## src/rtl/uart_to_parallel.sv

```systemverilog
// 8N1 UART receiver: oversampled, re-aligned on every start edge, LSB-first bytes out
// with a one-cycle valid strobe and a one-cycle framing-error strobe on a low stop bit.
module uart_to_parallel #(
    parameter int input_clock_frequency = 100000,
    parameter int baud_rate             = 115200,
    parameter int oversample            = 16
) (
    input  logic       clock,
    input  logic       reset,
    input  logic       serial_in,
    output logic [7:0] data,
    output logic       data_valid,
    output logic       framing_error,
    output logic       busy
);

    localparam int TICK_DIV = (input_clock_frequency * 1000) / (baud_rate * oversample);
    localparam int TCW      = (TICK_DIV > 1) ? $clog2(TICK_DIV) : 1;
    localparam int SCW      = $clog2(oversample);

    localparam logic [TCW-1:0] TICK_LAST = TCW'(TICK_DIV - 1);
    localparam logic [SCW-1:0] HALF_LAST = SCW'(oversample / 2 - 1);
    localparam logic [SCW-1:0] FULL_LAST = SCW'(oversample - 1);

    typedef enum logic [2:0] {
        S_IDLE,
        S_START,
        S_DATA,
        S_STOP,
        S_WAIT_IDLE
    } state_t;

    state_t         state_q, state_d;
    logic           sync1_q, rx_s_q;
    logic [TCW-1:0] tick_cnt_q, tick_cnt_d;
    logic [SCW-1:0] samp_cnt_q, samp_cnt_d;
    logic [2:0]     bit_idx_q, bit_idx_d;
    logic [7:0]     shift_q, shift_d;
    logic [7:0]     data_q, data_d;
    logic           valid_q, valid_d;
    logic           ferr_q, ferr_d;
    logic           tick;

    assign tick = (tick_cnt_q == TICK_LAST);

    always_comb begin
        state_d    = state_q;
        tick_cnt_d = tick_cnt_q;
        samp_cnt_d = samp_cnt_q;
        bit_idx_d  = bit_idx_q;
        shift_d    = shift_q;
        data_d     = data_q;
        valid_d    = 1'b0;
        ferr_d     = 1'b0;

        case (state_q)
            S_IDLE: begin
                tick_cnt_d = '0;
                samp_cnt_d = '0;
                bit_idx_d  = '0;
                if (!rx_s_q) state_d = S_START;
            end
            S_START: begin
                tick_cnt_d = tick ? '0 : tick_cnt_q + TCW'(1);
                if (tick) begin
                    samp_cnt_d = samp_cnt_q + SCW'(1);
                    // Mid start bit: a line already back high was only a glitch.
                    if (samp_cnt_q == HALF_LAST) begin
                        samp_cnt_d = '0;
                        bit_idx_d  = '0;
                        state_d    = rx_s_q ? S_IDLE : S_DATA;
                    end
                end
            end
            S_DATA: begin
                tick_cnt_d = tick ? '0 : tick_cnt_q + TCW'(1);
                if (tick) begin
                    samp_cnt_d = samp_cnt_q + SCW'(1);
                    if (samp_cnt_q == FULL_LAST) begin
                        samp_cnt_d = '0;
                        shift_d    = {rx_s_q, shift_q[7:1]};
                        bit_idx_d  = bit_idx_q + 3'd1;
                        if (bit_idx_q == 3'd7) state_d = S_STOP;
                    end
                end
            end
            S_STOP: begin
                tick_cnt_d = tick ? '0 : tick_cnt_q + TCW'(1);
                if (tick) begin
                    samp_cnt_d = samp_cnt_q + SCW'(1);
                    if (samp_cnt_q == FULL_LAST) begin
                        samp_cnt_d = '0;
                        if (rx_s_q) begin
                            data_d  = shift_q;
                            valid_d = 1'b1;
                            state_d = S_IDLE;
                        end else begin
                            ferr_d  = 1'b1;
                            state_d = S_WAIT_IDLE;
                        end
                    end
                end
            end
            S_WAIT_IDLE: begin
                // A held-low line (break) reports one error, then waits for idle.
                tick_cnt_d = '0;
                samp_cnt_d = '0;
                if (rx_s_q) state_d = S_IDLE;
            end
            default: state_d = S_IDLE;
        endcase
    end

    always_ff @(posedge clock) begin
        if (!reset) begin
            sync1_q    <= 1'b1;
            rx_s_q     <= 1'b1;
            state_q    <= S_IDLE;
            tick_cnt_q <= '0;
            samp_cnt_q <= '0;
            bit_idx_q  <= '0;
            shift_q    <= '0;
            data_q     <= '0;
            valid_q    <= 1'b0;
            ferr_q     <= 1'b0;
        end else begin
            sync1_q    <= serial_in;
            rx_s_q     <= sync1_q;
            state_q    <= state_d;
            tick_cnt_q <= tick_cnt_d;
            samp_cnt_q <= samp_cnt_d;
            bit_idx_q  <= bit_idx_d;
            shift_q    <= shift_d;
            data_q     <= data_d;
            valid_q    <= valid_d;
            ferr_q     <= ferr_d;
        end
    end

    assign data          = data_q;
    assign data_valid    = valid_q;
    assign framing_error = ferr_q;
    assign busy          = (state_q != S_IDLE);

endmodule
```

## config.mk

```make
export PLATFORM = sky130hd
export DESIGN_NAME = uart_to_parallel
export DESIGN_NICKNAME = d
export VERILOG_FILES = /design/src/rtl/uart_to_parallel.sv
export SDC_FILE = /design/constraint.sdc
export NUM_CORES = 1
export LEC_CHECK = 0
export ABC_CLOCK_PERIOD_IN_PS = 2160
export BUFFER_PORTS_ARGS = -buffer_cell sky130_fd_sc_hd__buf_2
export CORE_UTILIZATION = 50
export CTS_CLUSTER_SIZE = 28
export DETAILED_ROUTE_END_ITERATION = 8
export PLACE_DENSITY = 0.74
export SETUP_SLACK_MARGIN = 0.4
export SYNTH_ARGS = -nofsm -noshare
export SYNTH_HDL_FRONTEND = slang
export SYNTH_SLANG_ARGS = --single-unit
export TNS_END_PERCENT = 10
```

## constraint.sdc

```tcl
create_clock -name clock -period 2.16 [get_ports clock]
set_input_delay 0.648 -clock clock [delete_from_list [all_inputs] [get_ports clock]]
set_output_delay 0.648 -clock clock [all_outputs]
set_load 0.005 [all_outputs]
```

=== Yosys cells after proc, flatten, opt, wreduce, memory -nomap -nowiden ===
Cells that the tools add are included.

* Bits in registers: 36
* Input bits: 3
* Output and inout bits: 11
* Logic and storage cells: 71

* $add $sub $neg: 3
* Equality and inequality tests: 18
* Muxes and demuxes: 26
* Reduce and logical (&&, ||, !) cells: 14

{| class="wikitable"
|+ Operators by type and width
! kind !! count
|-
| 3-bit 2-to-1 mux || 14
|-
| 2-bit != test (second input constant) || 9
|-
| 4-bit 2-to-1 mux || 4
|-
| 3-bit one-hot mux with 5 select lines || 1
|-
| 4-bit one-hot mux with 3 select lines || 1
|-
| 6-bit one-hot mux with 2 select lines || 1
|-
| 3-bit one-hot mux with 3 select lines || 1
|-
| 9-bit AND reduction || 1
|-
| 3-bit nonzero test || 3
|-
| 4-bit AND reduction || 2
|-
| 6-bit by 1-bit adder with 6-bit output (second input constant) || 1
|-
| 3-bit by 2-bit equality test with 1-bit output (second input constant) || 2
|-
| 3-bit equality test (second input constant) || 2
|-
| 6-bit equality test (second input constant) || 1
|-
| 6-bit 2-to-1 mux || 1
|-
| 3-bit AND reduction || 2
|-
| 5-bit AND reduction || 1
|-
| 4-bit by 1-bit adder with 4-bit output (second input constant) || 1
|-
| 4-bit by 3-bit equality test with 1-bit output (second input constant) || 1
|-
| 4-bit equality test (second input constant) || 1
|-
| 2-bit OR reduction || 2
|-
| 3-bit by 1-bit adder with 3-bit output (second input constant) || 1
|-
| 3-bit by 1-bit equality test with 1-bit output (second input constant) || 1
|-
| 3-bit logical NOT || 1
|-
| other kinds (5) || 6
|}

=== Longest topological paths before layout ===
* Word-level depth: 5
* Gate-level depth with buffers: 7
* Gate-level depth less buffers: 6

=== Worst setup path before layout ===
OpenSTA, ideal clock, no wires.

* Kind: register -> register
* Start point: register tick_cnt_q[0]
* End point: register shift_q[0]
* Library setup time: 0.128 ns
* Arrival time: 1.497 ns
* Required time: 2.032 ns
* Setup slack: 0.535 ns
* Stages on the path, launching flop included: 6
* Clock period less this slack: 1.625 ns
* Cell sequence: dfxtp_1 > ha_1 > nand2_1 > nor4_4 > mux2i_1 > nor2_1

* Word-level cells in the longest chain between the ends: 2

{| class="wikitable"
|+ Ends and longest elaborated chain
! what !! line !! RTL
|-
| start: declaration || 35 || <nowiki>logic [TCW-1:0] tick_cnt_q, tick_cnt_d;</nowiki>
|-
| start signal: assignment || 130 || <nowiki>tick_cnt_q <= tick_cnt_d;</nowiki>
|-
| 6-bit equality test || 44 || <nowiki>assign tick = (tick_cnt_q == TICK_LAST);</nowiki>
|-
| 3-bit AND reduction (no source line) || - ||
|-
| end signal: assignment || 133 || <nowiki>shift_q <= shift_d;</nowiki>
|-
| end: declaration || 38 || <nowiki>logic [7:0] shift_q, shift_d;</nowiki>
|}

No other way between the ends.
A chain may end at the register's enable or synchronous reset.

=== Worst setup path in the final report ===
* Start point: register state_q[2]
* End point: output busy

* Word-level cells in the longest chain between the ends: 1

{| class="wikitable"
|+ Ends and longest elaborated chain
! what !! line !! RTL
|-
| start: declaration || 33 || <nowiki>state_t state_q, state_d;</nowiki>
|-
| start signal: assignment || 129 || <nowiki>state_q <= state_d;</nowiki>
|-
| 3-bit nonzero test || 143 || <nowiki>assign busy = (state_q != S_IDLE);</nowiki>
|-
| end: declaration || 14 || <nowiki>output logic busy</nowiki>
|}

No other way between the ends.

==> reports/results.ini <==
[run_status]
status = finished clean

[finish]
nFillCells = 299
stdcell_count = 249
final_cell_mix = dfxtp_1 (33), nand2_1 (30), nor2_1 (18), mux2i_1 (16), buf_2 (13)
multi_input_area_um2 = 937
mostFrequentLayoutCell = dfxtp_1
n_antenna_cell = 0
finalNetCount = 212
syn2layout_area_growth_pct = 11.9
final-seq-area_um2 = 727
drive_gt1_share_pct = 17.6

[pwr]
vdd_drop_max_v = 0.000391
swShare_pct = 22.9
pwr-share-clk_pct = 40.0
pwr-share-seq_pct = 56.2
power_leakage_nw = 0.754
power_frac_comb_pct = 3.8
power_density_nw_per_um2 = 627
switchingPower_uw = 276
p_int_uw = 926

[setup_path]
end_kind = output pin
crit_required_ns = 1.51
critical_path.max_fanout = 20
cp_slowest_cell = dfxtp_4
start_kind = flop
path_class = flop to output pin
crit_arrival_ns = 1.15
cpPeakStageDelay_ns = 0.48
ff2ff_path_depth = 4
crit_chain = inv_1, nand2_1, buf_2

[hold_path]
min_path_type = flop to flop
hold_depth = 1

[clocking]
cts_sinks = 36
cts.reportedPaths.clkPinSlew_ns = 0.12
insertion_delay_ns = 0.34
cts_max_level = 2
numCtsBuffers = 5
cts_root_buffer = clkbuf_4
cts_tree = done
clockBufferDepth = 2

[timing]
drv_slew = 0
hold_viol_final = 0
fin_worst_skew_ns = 0.00607
rsz0062_at_grt = true
fin_crit_ns = 1.80
relSlewSlack_pct = 62.0
max_slew.worst_pin.slew_ns = 0.566
finalSetupViolCount = 0
timing.final.crit_share_pct = 83.1
fmax_mhz = 557
tns_ns = 0

[synthesis]
async_flop_share_pct = 0
yosysWarnings = 0
synthesis.area_um2 = 1710
syn_avg_cell_area_um2 = 8.93
yosysSeqAreaShare_pct = 42.0
yosysUniqueCellTypes = 46
yosys_most_used_dff = dfxtp_1
ys_ff_latch = 36
synthCells = 192
synth_edf_count = 0
syn-num-nets = 200

[floorplanning]
io_pins = 14
die_area_um2 = 3670
core_um2 = 3150
die_w_um = 60.6
initial_core_util_pct = 54.4
num_rows = 20
die_y_um = 60.6

[drt]
finalWirelength_um = 3410
dr.pass1.iters = 4
via_count = 1394
drc = 0
ant_nets = 0
wl_per_cell_um = 13.7
via_per_inst = 5.60
drt_iter0_markers = 47

[global_routing]
grtUsageTotal_pct = 21.4
grt_pass1_wl_um = 5800
overflow = 0
grt_pass1_vias = 1272
antenna_found_initial = 0
grt_max_degree = 22

[run]
maxCapViolations = 0

[place]
gp_congestion = 0.928
placed_cells = 240
port_buffers = 13
dp_hpwl_um = 2340

## sequential cells by signal, summed over array words and instances, names as in the netlist
name and flops:
data 8, samp_cnt_q 4, shift_q 8, rx_s_q 1, bit_idx_q 3, tick_cnt_q 6
data_valid 1, state_q 3, sync1_q 1, framing_error 1
## repair_timing
item	CTS	global route
setup buffers	0	1
gates resized for setup	7	0
hold buffers	0	0
pin swaps	1	1
setup endpoints to repair	10	13
## layout make-up
type                            instances  share of cell area (%)
Timing Repair Buffer                   16                    5.22
Multi-Input combinational cell        140                    48.9
Tap cell                               44                    2.87
Sequential cell                        36                    37.9
Inverter                                5                   0.978
Clock buffer                            5                    1.96
Clock inverter                          3                    2.22
## cells in the mapped netlist (all sizes together) (2+ instances only)
| library cell | n | area, um2 |
|---|---|---|
| nor2 | 20 | 82.6 |
| dfxtp | 36 | 721 |
| nor3 | 2 | 10.0 |
| xnor2 | 2 | 17.5 |
| clkbuf | 9 | 33.8 |
| nand2 | 30 | 113 |
| mux2i | 16 | 160 |
| a32o | 2 | 20.0 |
| nor4 | 3 | 33.8 |
| or2 | 2 | 12.5 |
| a211oi | 2 | 15.0 |
| a31oi | 2 | 12.5 |
| nand3 | 4 | 20.0 |
| nand4 | 3 | 25.0 |
| ha | 5 | 62.6 |
| or3 | 2 | 12.5 |
| nand2b | 4 | 25.0 |
| and3b | 2 | 17.5 |
| o21ai | 9 | 45.0 |
| nand3b | 2 | 27.5 |
| a21o | 2 | 15.0 |
| inv | 5 | 18.8 |
| a21oi | 7 | 35.0 |
| and2 | 2 | 12.5 |
| buf | 2 | 12.5 |
| o22ai | 2 | 12.5 |
| nor2b | 2 | 12.5 |
## path summary, 6_finish.rpt
check	from	to	slack (ns)
hold / removal	sync1_q$_SDFF_PN1_	rx_s_q$_SDFF_PN1_	0.43
setup / recovery	state_q[2]$_SDFFE_PN0P_	busy	0.36
setup reg to reg	tick_cnt_q[2]$_SDFFE_PN0P_	state_q[0]$_SDFFE_PN0P_	0.40
hold reg to reg	sync1_q$_SDFF_PN1_	rx_s_q$_SDFF_PN1_	0.43
## power groups by stage
stage / Combinational (mW) / Clock, mW / Sequential (mW)
2_1_floorplan: 0.0368 / 0 / 0.687
3_5_place_dp: 0.0448 / 0 / 0.691
4_1_cts: 0.0452 / 0.484 / 0.675
6_report: 0.0453 / 0.481 / 0.676
3_3_place_gp: 0.0427 / 0 / 0.690
5_1_grt: 0.0506 / 0.517 / 0.677
## worst max-delay path, delay by kind of cell (launching register included)
kind | cells | cell delay [ns]
buffers and inverters | 2 | 0.24
flip-flops | 1 | 0.48
AND/OR/NAND/NOR | 1 | 0.08
## per-stage QoR
step                util, %  setup WS [ns]  cell area, um2  hold slack (ns)  power (mW)
floorplan                 -          0.535            1710            0.386       0.724
global placement       57.2          0.447            1800            0.391       0.733
detailed placement     57.2          0.373            1800            0.398       0.736
CTS                    60.2          0.369            1900            0.433        1.20
global route           60.8          0.305            1920            0.455        1.24
finish                 60.8          0.364            1920            0.429        1.20
## cell families after synthesis
group / synth area share, %
xor gates and xnor gates: 1.53
adders and majority gates: 3.65
muxes: 9.34
AOI/OAI and AO/OA: 14.3
DFF: 42.0
buffers and inverters: 3.80
and+or+nand+nor: 25.3
## layer usage
| layer | part of all wire (%) | global-route usage (%) | routed length [um] | vias up |
|---|---|---|---|---|
| met5 | 0 | 0 | 0 | - |
| met4 | 0.85 | 8.44 | 29 | 0 |
| met3 | 2.7 | 5.12 | 92 | 4 |
| met2 | 48 | 34.7 | 1650 | 27 |
| met1 | 48 | 27.5 | 1640 | 655 |
| li1 | - | - | - | 708 |
(Power assumes the default switching activity.)
